`src/rtl/regfile_scoreboard.sv`:
```
// regfile_scoreboard
//   Register file with two combinational read ports, one write port, an
//   optional same-cycle write-to-read bypass, and a per-register busy
//   scoreboard. Decode reserves a destination; writeback clears it.
//
//   Parameters : DATA_W (register width), ADDR_W (NREGS = 2**ADDR_W),
//                BYPASS (1 = forward same-cycle write data to reads)
//   Ports      : clock, ctrl_reset (sync, active high)
//                write  : ctrl_writeEnable, ctrl_writeReg, data_writeReg
//                read   : ctrl_readRegA/B -> data_readRegA/B, busy_readRegA/B
//                reserve: ctrl_reserveEnable, ctrl_reserveReg -> reserve_grant
//                busy_count : number of registers currently busy
//   r0 is hardwired to zero and is never busy.

// One register plus its busy bit. Reservation beats a same-cycle write so the
// register stays busy when a new producer issues in the writeback cycle.
module regfile_cell #(
  parameter int DATA_W = 32
) (
  input  logic              clock,
  input  logic              ctrl_reset,
  input  logic              wr_hit,
  input  logic              rsv_hit,
  input  logic [DATA_W-1:0] wdata,
  output logic [DATA_W-1:0] data,
  output logic              busy
);
  always_ff @(posedge clock) begin
    if (ctrl_reset) begin
      data <= '0;
      busy <= 1'b0;
    end else begin
      if (wr_hit) data <= wdata;
      if (rsv_hit)     busy <= 1'b1;
      else if (wr_hit) busy <= 1'b0;
    end
  end
endmodule

module regfile_scoreboard #(
  parameter int DATA_W = 32,
  parameter int ADDR_W = 5,
  parameter int BYPASS = 1
) (
  input  logic              clock,
  input  logic              ctrl_reset,
  input  logic              ctrl_writeEnable,
  input  logic [ADDR_W-1:0] ctrl_writeReg,
  input  logic [DATA_W-1:0] data_writeReg,
  input  logic [ADDR_W-1:0] ctrl_readRegA,
  input  logic [ADDR_W-1:0] ctrl_readRegB,
  output logic [DATA_W-1:0] data_readRegA,
  output logic [DATA_W-1:0] data_readRegB,
  input  logic              ctrl_reserveEnable,
  input  logic [ADDR_W-1:0] ctrl_reserveReg,
  output logic              reserve_grant,
  output logic              busy_readRegA,
  output logic              busy_readRegB,
  output logic [ADDR_W:0]   busy_count
);
  localparam int NREGS = 1 << ADDR_W;

  logic [NREGS-1:0][DATA_W-1:0] regs;
  logic [NREGS-1:0]             busy;
  logic [NREGS-1:0]             wr_hit;
  logic [NREGS-1:0]             busy_eff;
  logic                         wr_valid;
  logic                         rsv_nz;
  logic                         cnt_inc;
  logic                         cnt_dec;

  // Writes to r0 are dropped at the decode, so r0 never sees a hit.
  assign wr_valid = ctrl_writeEnable && (ctrl_writeReg != '0);
  assign rsv_nz   = ctrl_reserveReg != '0;

  always_comb begin
    wr_hit = '0;
    if (wr_valid) wr_hit[ctrl_writeReg] = 1'b1;
  end

  // Busy as seen after this cycle's writeback clear.
  assign busy_eff = busy & ~wr_hit;

  assign reserve_grant = ctrl_reserveEnable && (!rsv_nz || !busy_eff[ctrl_reserveReg]);

  // r0: constant zero, never busy.
  assign regs[0] = '0;
  assign busy[0] = 1'b0;

  for (genvar i = 1; i < NREGS; i++) begin : g_cell
    logic rsv_hit;
    assign rsv_hit = reserve_grant && (ctrl_reserveReg == ADDR_W'(i));
    regfile_cell #(.DATA_W(DATA_W)) u_cell (
      .clock      (clock),
      .ctrl_reset (ctrl_reset),
      .wr_hit     (wr_hit[i]),
      .rsv_hit    (rsv_hit),
      .wdata      (data_writeReg),
      .data       (regs[i]),
      .busy       (busy[i])
    );
  end

  // Read ports. Bypass only forwards nonzero addresses because wr_valid
  // already excludes r0.
  always_comb begin
    data_readRegA = regs[ctrl_readRegA];
    data_readRegB = regs[ctrl_readRegB];
    if (BYPASS != 0) begin
      if (wr_valid && (ctrl_writeReg == ctrl_readRegA)) data_readRegA = data_writeReg;
      if (wr_valid && (ctrl_writeReg == ctrl_readRegB)) data_readRegB = data_writeReg;
    end
  end

  // Clear-on-write masking applies whatever BYPASS is, so the hazard unit
  // can release a consumer in the writeback cycle itself.
  assign busy_readRegA = busy[ctrl_readRegA] &&
                         !(ctrl_writeEnable && (ctrl_writeReg == ctrl_readRegA));
  assign busy_readRegB = busy[ctrl_readRegB] &&
                         !(ctrl_writeEnable && (ctrl_writeReg == ctrl_readRegB));

  // The count tracks the population of busy bits: +1 for every bit that is
  // set, -1 for every set bit cleared. A write+reserve on the same busy
  // register does both and nets to zero.
  assign cnt_inc = reserve_grant && rsv_nz;
  assign cnt_dec = wr_valid && busy[ctrl_writeReg];

  always_ff @(posedge clock) begin
    if (ctrl_reset)               busy_count <= '0;
    else if (cnt_inc && !cnt_dec) busy_count <= busy_count + 1'b1;
    else if (cnt_dec && !cnt_inc) busy_count <= busy_count - 1'b1;
  end
endmodule

```
`config.mk`:
```
export PLATFORM = sky130hd
export DESIGN_NAME = regfile_scoreboard
export DESIGN_NICKNAME = d
export VERILOG_FILES = /design/src/rtl/regfile_scoreboard.sv
export SDC_FILE = /design/constraint.sdc
export NUM_CORES = 2
export LEC_CHECK = 0
export BUFFER_PORTS_ARGS = -buffer_cell sky130_fd_sc_hd__buf_2
export CORE_ASPECT_RATIO = 0.9
export CORE_MARGIN = 2
export CORE_UTILIZATION = 40
export DETAILED_ROUTE_END_ITERATION = 8
export PLACE_DENSITY = 0.65
export SYNTH_ARGS = -nofsm -noshare
export SYNTH_HDL_FRONTEND = slang
export SYNTH_SLANG_ARGS = --single-unit
```
`constraint.sdc`:
```
create_clock -name clock -period 12.26 [get_ports clock]
set_clock_uncertainty 0.2 [all_clocks]
set_input_delay 2.452 -clock clock [delete_from_list [all_inputs] [get_ports clock]]
set_output_delay 2.452 -clock clock [all_outputs]
set_load 0.02 [all_outputs]
```
Word level (Yosys, flattened, before mapping)
Index checks and enable logic that the tools add are counted.

Register bits: 1029. Bits of input ports: 56. Output and inout bits: 73.

Add/subtract/negate cells: 2. Order comparisons: 5. Eq/ne operators: 33. Multiplexer cells: 81. Bitwise logic cells: 2. Reduce and logical (&&, ||, !) cells: 85.

Operators by type and width (count): 32-bit binary-select mux with 5-bit select (2); 32-bit two-way mux (5); 5-bit equality test, second input constant (16); 1-bit two-way mux (67); 2-bit nonzero test (32); 1-bit logical AND (44); 5-bit by 4-bit equality test with 1-bit output, second input constant (8); 32-bit bitwise AND (1); 32-bit inverter (1); 5-bit by 6-bit less-than comparator with 1-bit output, second input constant (4); 1-bit binary-select mux with 5-bit select (4); 5-bit by 3-bit equality test with 1-bit output, second input constant (4); 6-bit two-way mux (2); 5-bit by 2-bit equality test with 1-bit output, second input constant (2); 5-bit equality test (2); 5-bit nonzero test (2); 6-bit by 1-bit adder with 6-bit output, second input constant (1); 1-bit zero test (6); 6-bit by 1-bit subtractor with 6-bit output, second input constant (1); 1-bit demux with 5-bit select (1); 5-bit by 1-bit equality test with 1-bit output, second input constant (1); 5-bit by 1-bit >= comparator with 1-bit output, second input constant (1); 1-bit logical OR (1).

Longest topological paths before layout
Depth after elaboration: 17. Depth in mapped cells: 20. Mapped depth without buffers: 17.

Modules after synthesis
Synthesis repeated with hierarchy kept, for this count alone.

Cell total of the unflattened synthesis: 4886. Area total of the unflattened synthesis: 55613.3 um2.

By module, submodules not included: regfile_cell (times used 31, cells each 108, area an instance 1204.9 um2); regfile_scoreboard (times used 1, cells each 1538, area an instance 18261.3 um2).

Least setup slack after synthesis
OpenSTA, ideal clock, no wires.

Kind: input-to-output. Start point: in ctrl_readRegB[1]. End point: out data_readRegB[0]. Arrival: 4.499 ns. Data required time: 9.608 ns. Slack: 5.109 ns. Stages: 7. Path through: clkbuf_1 > buf_2 > buf_1 > mux4_2 > mux4_2 > mux2i_1 > a21oi_1.

Longest elaborated chain between the ends: 3. Elaborated cells between the ends (all ways): 5.

RTL lines: start, declared (RTL line 51) `input logic [ADDR_W-1:0] ctrl_readRegB,`; 32-bit binary-select mux with 5-bit select or 5-bit equality test (tied branches) (RTL line 108, 111); 32-bit two-way mux (not written as such) or 1-bit logical AND (tied branches) (RTL line 108, 111); 32-bit two-way mux (*) (RTL line 111) `if (wr_valid && (ctrl_writeReg == ctrl_readRegB)) data_readRegB = data_writeReg;`; end, declared (RTL line 53) `output logic [DATA_W-1:0] data_readRegB,`.

Every way passes the cells marked *; elsewhere a longest branch is shown, timed or not. The select of a mux whose other input is x is not followed.

Worst setup path in the final report
Start point: in ctrl_readRegA[0]. End point: out data_readRegA[17].

Longest elaborated chain between the ends: 3. Elaborated cells between the ends (all ways): 5.

RTL lines: start, declared (RTL line 50) `input logic [ADDR_W-1:0] ctrl_readRegA,`; 32-bit binary-select mux with 5-bit select or 5-bit equality test (tied branches) (RTL line 107, 110); 32-bit two-way mux (not written as such) or 1-bit logical AND (tied branches) (RTL line 107, 110); 32-bit two-way mux (*) (RTL line 110) `if (wr_valid && (ctrl_writeReg == ctrl_readRegA)) data_readRegA = data_writeReg;`; end, declared (RTL line 52) `output logic [DATA_W-1:0] data_readRegA,`.

Marked as above.

==> parameters.txt <==
Parameter                              Value

Pwr
  Worst ir drop on vdd    0.1065 mV
  Sw power    1879 uW
  Internal Dissipation    5454 uW
  Cell area power density    125.5 nW/um^2
  Fraction of power spent switching nets    0.2563
  Clk pwr share    0.451
  Part of the total power dissipated in sequential elements    0.463
  Combinational cell fraction of total power    0.086
  Leakage Power    0.01884 uW

Synth
  Post-Syn Area per Cell    9.142 sq um
  Share of the yosys chip area belonging to registers    0.3841
  Post-synth top area share    0.3841
  Total of flip-flops plus latches after synthesis    1,029
  Synth top area cells    sky130_fd_sc_hd__dfxtp_1 (38%), sky130_fd_sc_hd__mux4_2 (25%), sky130_fd_sc_hd__nand2_1 (14%), sky130_fd_sc_hd__a21oi_1 (10%), sky130_fd_sc_hd__clkbuf_1 (3.3%)
  Cell types with the highest counts after synthesis    sky130_fd_sc_hd__nand2_1 (2,026), sky130_fd_sc_hd__a21oi_1 (1,072), sky130_fd_sc_hd__dfxtp_1 (1,029)
  Number of nets produced by synthesis    5,928
  Cell with the most instances after synthesis    sky130_fd_sc_hd__nand2_1
  Cell area after synthesis    53,630 sq um
  Synth warn    0
  Number of enable flip-flop cells after synthesis    0
  Predominant post-synthesis flop cell    sky130_fd_sc_hd__dfxtp_1
  Cell taking the most area after synthesis    sky130_fd_sc_hd__dfxtp_1
  Post-synthesis async set-or-reset flop share    0
  Synth cell types    65
  Number of standard cells after synthesis    5,866

Routing
  Drt drc    0
  Residual antenna-violating net count after detailed routing    0
  Iteration-0 DRC Markers    7,321
  Met1 routed wirelength after detailed routing    77,140 um
  Vias per std cell    6.432
  Routed wire length    208,500 um
  Total via count in the routed design    47.44k
  Top layer reached by signal wires    met5
  Wire length per cell after detailed routing    28.27 um
  Met2 wire length    86,960 um
  Pre-antenna DRT Iters    5
  WL met3    34,480 um

GRT
  Via count of the first global-routing pass    44.24k
  Total global routing track utilization    0.2974
  Initial antenna violation count    14
  First-pass GRT wire length    301,500 um
  Final global-route overflow total    0
  Maximum number of pins on one net before global-route repair    210

Critical path
  Type of the worst setup path    in -> out
  Crit path launch type    primary input
  Arrival time at the worst endpoint    6390 ps
  Setup slack on the worst flop-to-flop path    8290 ps
  Worst Path Required    9610 ps
  Worst-path maximum fanout    70
  CP endpoint kind    output pin

Clock tree
  Clk sinks    1,029
  CTS hold repair buffers    0
  Clock transition time at the flip-flop clock pins of the worst setup and hold paths    60 ps
  TritonCTS clock tree    built
  CTS root buffer    sky130_fd_sc_hd__clkbuf_16
  Number of cells upsized or downsized after cts    0
  Post-CTS setup buffer count    0
  Total CTS buffers    101
  Number of H-tree branching levels    3
  Skew-Pair Late Insertion Delay    720 ps
  Number of buffers on the longest clock path    3

Floorplan
  # IOs    129
  Core region area    133,200 sq um
  Initial Util    0.4027
  Rows    127
  Die boundary width    390.0 um
  DIE AREA    137,000 sq um
  Die Ht    351.4 um

Placed design
  Final weighted congestion of routability-driven global placement    0.8719
  Placed wire-length estimate    111,500 um
  Number of port buffers    128

Hold path
  Kind of path behind the tightest hold check    reg -> reg

Finish
  Fraction of the core area covered by cells at the end of the flow    0.4389
  Layout-stage area growth over the synthesis result    8.987%
  Share of post-route cells with drive strength above 1    0.2017
  # nets final    5,620

Timing
  Relative slew margins    0.1842
  Max Freq    110.5 MHz
  Share of the cycle needed by the critical path after routing    0.7379
  Transition time at the pin with the least slew margin    1224 ps
  Setup TNS    0 ps
  RSZ-0062 raised after global routing    false
  Final number of setup-violating endpoints    0
  Count of endpoints failing hold in the final timing report    0
  Final max-slew violation count    0
  Final critical-path required period    9046 ps

Flow run
  Maxcap violations    0

Status
  Outcome    finished clean
==> worst max-delay path, cell delays in order <==
cell and delay (ps):
sky130_fd_sc_hd__buf_8 570, sky130_fd_sc_hd__buf_4 450, sky130_fd_sc_hd__xor2_1 200, sky130_fd_sc_hd__nor4_1 70
sky130_fd_sc_hd__and3_1 220, sky130_fd_sc_hd__nand2_2 620, sky130_fd_sc_hd__buf_4 480, sky130_fd_sc_hd__nor2_1 80
sky130_fd_sc_hd__a21oi_1 770, sky130_fd_sc_hd__buf_2 320
==> layout make-up <==
class	instances	area [sq um]
Antenna cell	3	7.507
Tap cell	1741	2178
Sequential cell	1029	20600
Clock inverter	28	396.6
Inverter	6	22.52
Multi-Input combinational cell	4189	30640
Timing Repair Buffer	231	1569
Clock buffer	148	3030
Fill cell	12590	74710
==> power groups by stage <==
| stage | clock network (uW) | logic, uW | registers [uW] |
|---|---|---|---|
| after floorplan | 0 | 425 | 3470 |
| after global placement | 0 | 607 | 3470 |
| after detailed placement | 0 | 610 | 3470 |
| after CTS | 3320 | 612 | 3400 |
| after global routing | 3450 | 653 | 3400 |
| final | 3310 | 631 | 3400 |
==> through the flow <==
stage	setup slack (ps)	hold slack, ps	total power (uW)	instance area (sq um)	cells
after floorplan	5109	242.4	3894	53630	5866
final	3214	263.5	7334	58450	7375
after global routing	3222	279.8	7500	58440	7373
after CTS	3401	264.8	7323	58440	7372
after global placement	3367	248.0	4076	55010	7196
after detailed placement	3418	256.2	4081	55010	7196
==> path summary, 6_finish.rpt <==
kind / from / endpoint / depth (start not counted)
max: ctrl_readRegA[0] / data_readRegA[17] / 10
min: g_cell[11].u_cell.data[11] / g_cell[11].u_cell.data[11] / 2
max reg2reg: g_cell[8].u_cell.busy / busy_count[5] / 17
min reg2reg: g_cell[11].u_cell.data[11] / g_cell[11].u_cell.data[11] / 2
==> cell families after synthesis <==
family | count (synthesis) | share of synthesized area
AOI/OAI and AO/OA | 1208 | 0.1211
xor gates and xnor gates | 15 | 0.002450
adders and majority gates | 6 | 0.001540
buffers and inverters | 648 | 0.05035
DFF | 1029 | 0.3841
muxes | 737 | 0.2798
and+or+nand+nor | 2223 | 0.1607
==> flip-flops by register name (all words and copies together), names as in the netlist <==
name	flops
busy_count	6
g_cell.u_cell.busy	31
g_cell.u_cell.data	992
==> metal layers <==
layer	vias up	track usage
met2	3752	0.4297
met5	-	0
met3	677	0.1048
li1	19920	-
met4	16	0.1240
met1	23080	0.4036
==> placed cells by master (no fill, tap or decap), types with 10 or more instances in the layout <==
master / instances
sky130_fd_sc_hd__nand2_2: 24
sky130_fd_sc_hd__clkbuf_16: 106
sky130_fd_sc_hd__a21oi_1: 1072
sky130_fd_sc_hd__nor2_1: 97
sky130_fd_sc_hd__dfxtp_1: 1029
sky130_fd_sc_hd__mux2i_1: 68
sky130_fd_sc_hd__nand2_1: 2002
sky130_fd_sc_hd__clkbuf_8: 22
sky130_fd_sc_hd__clkbuf_1: 20
sky130_fd_sc_hd__o21ai_0: 13
sky130_fd_sc_hd__buf_2: 119
sky130_fd_sc_hd__mux4_2: 603
sky130_fd_sc_hd__xor2_1: 10
sky130_fd_sc_hd__buf_4: 98
sky130_fd_sc_hd__a22o_1: 66
sky130_fd_sc_hd__nor2_4: 31
sky130_fd_sc_hd__clkinv_2: 15
sky130_fd_sc_hd__mux2_2: 66
No activity file was read; power rests on OpenSTA's default activity.
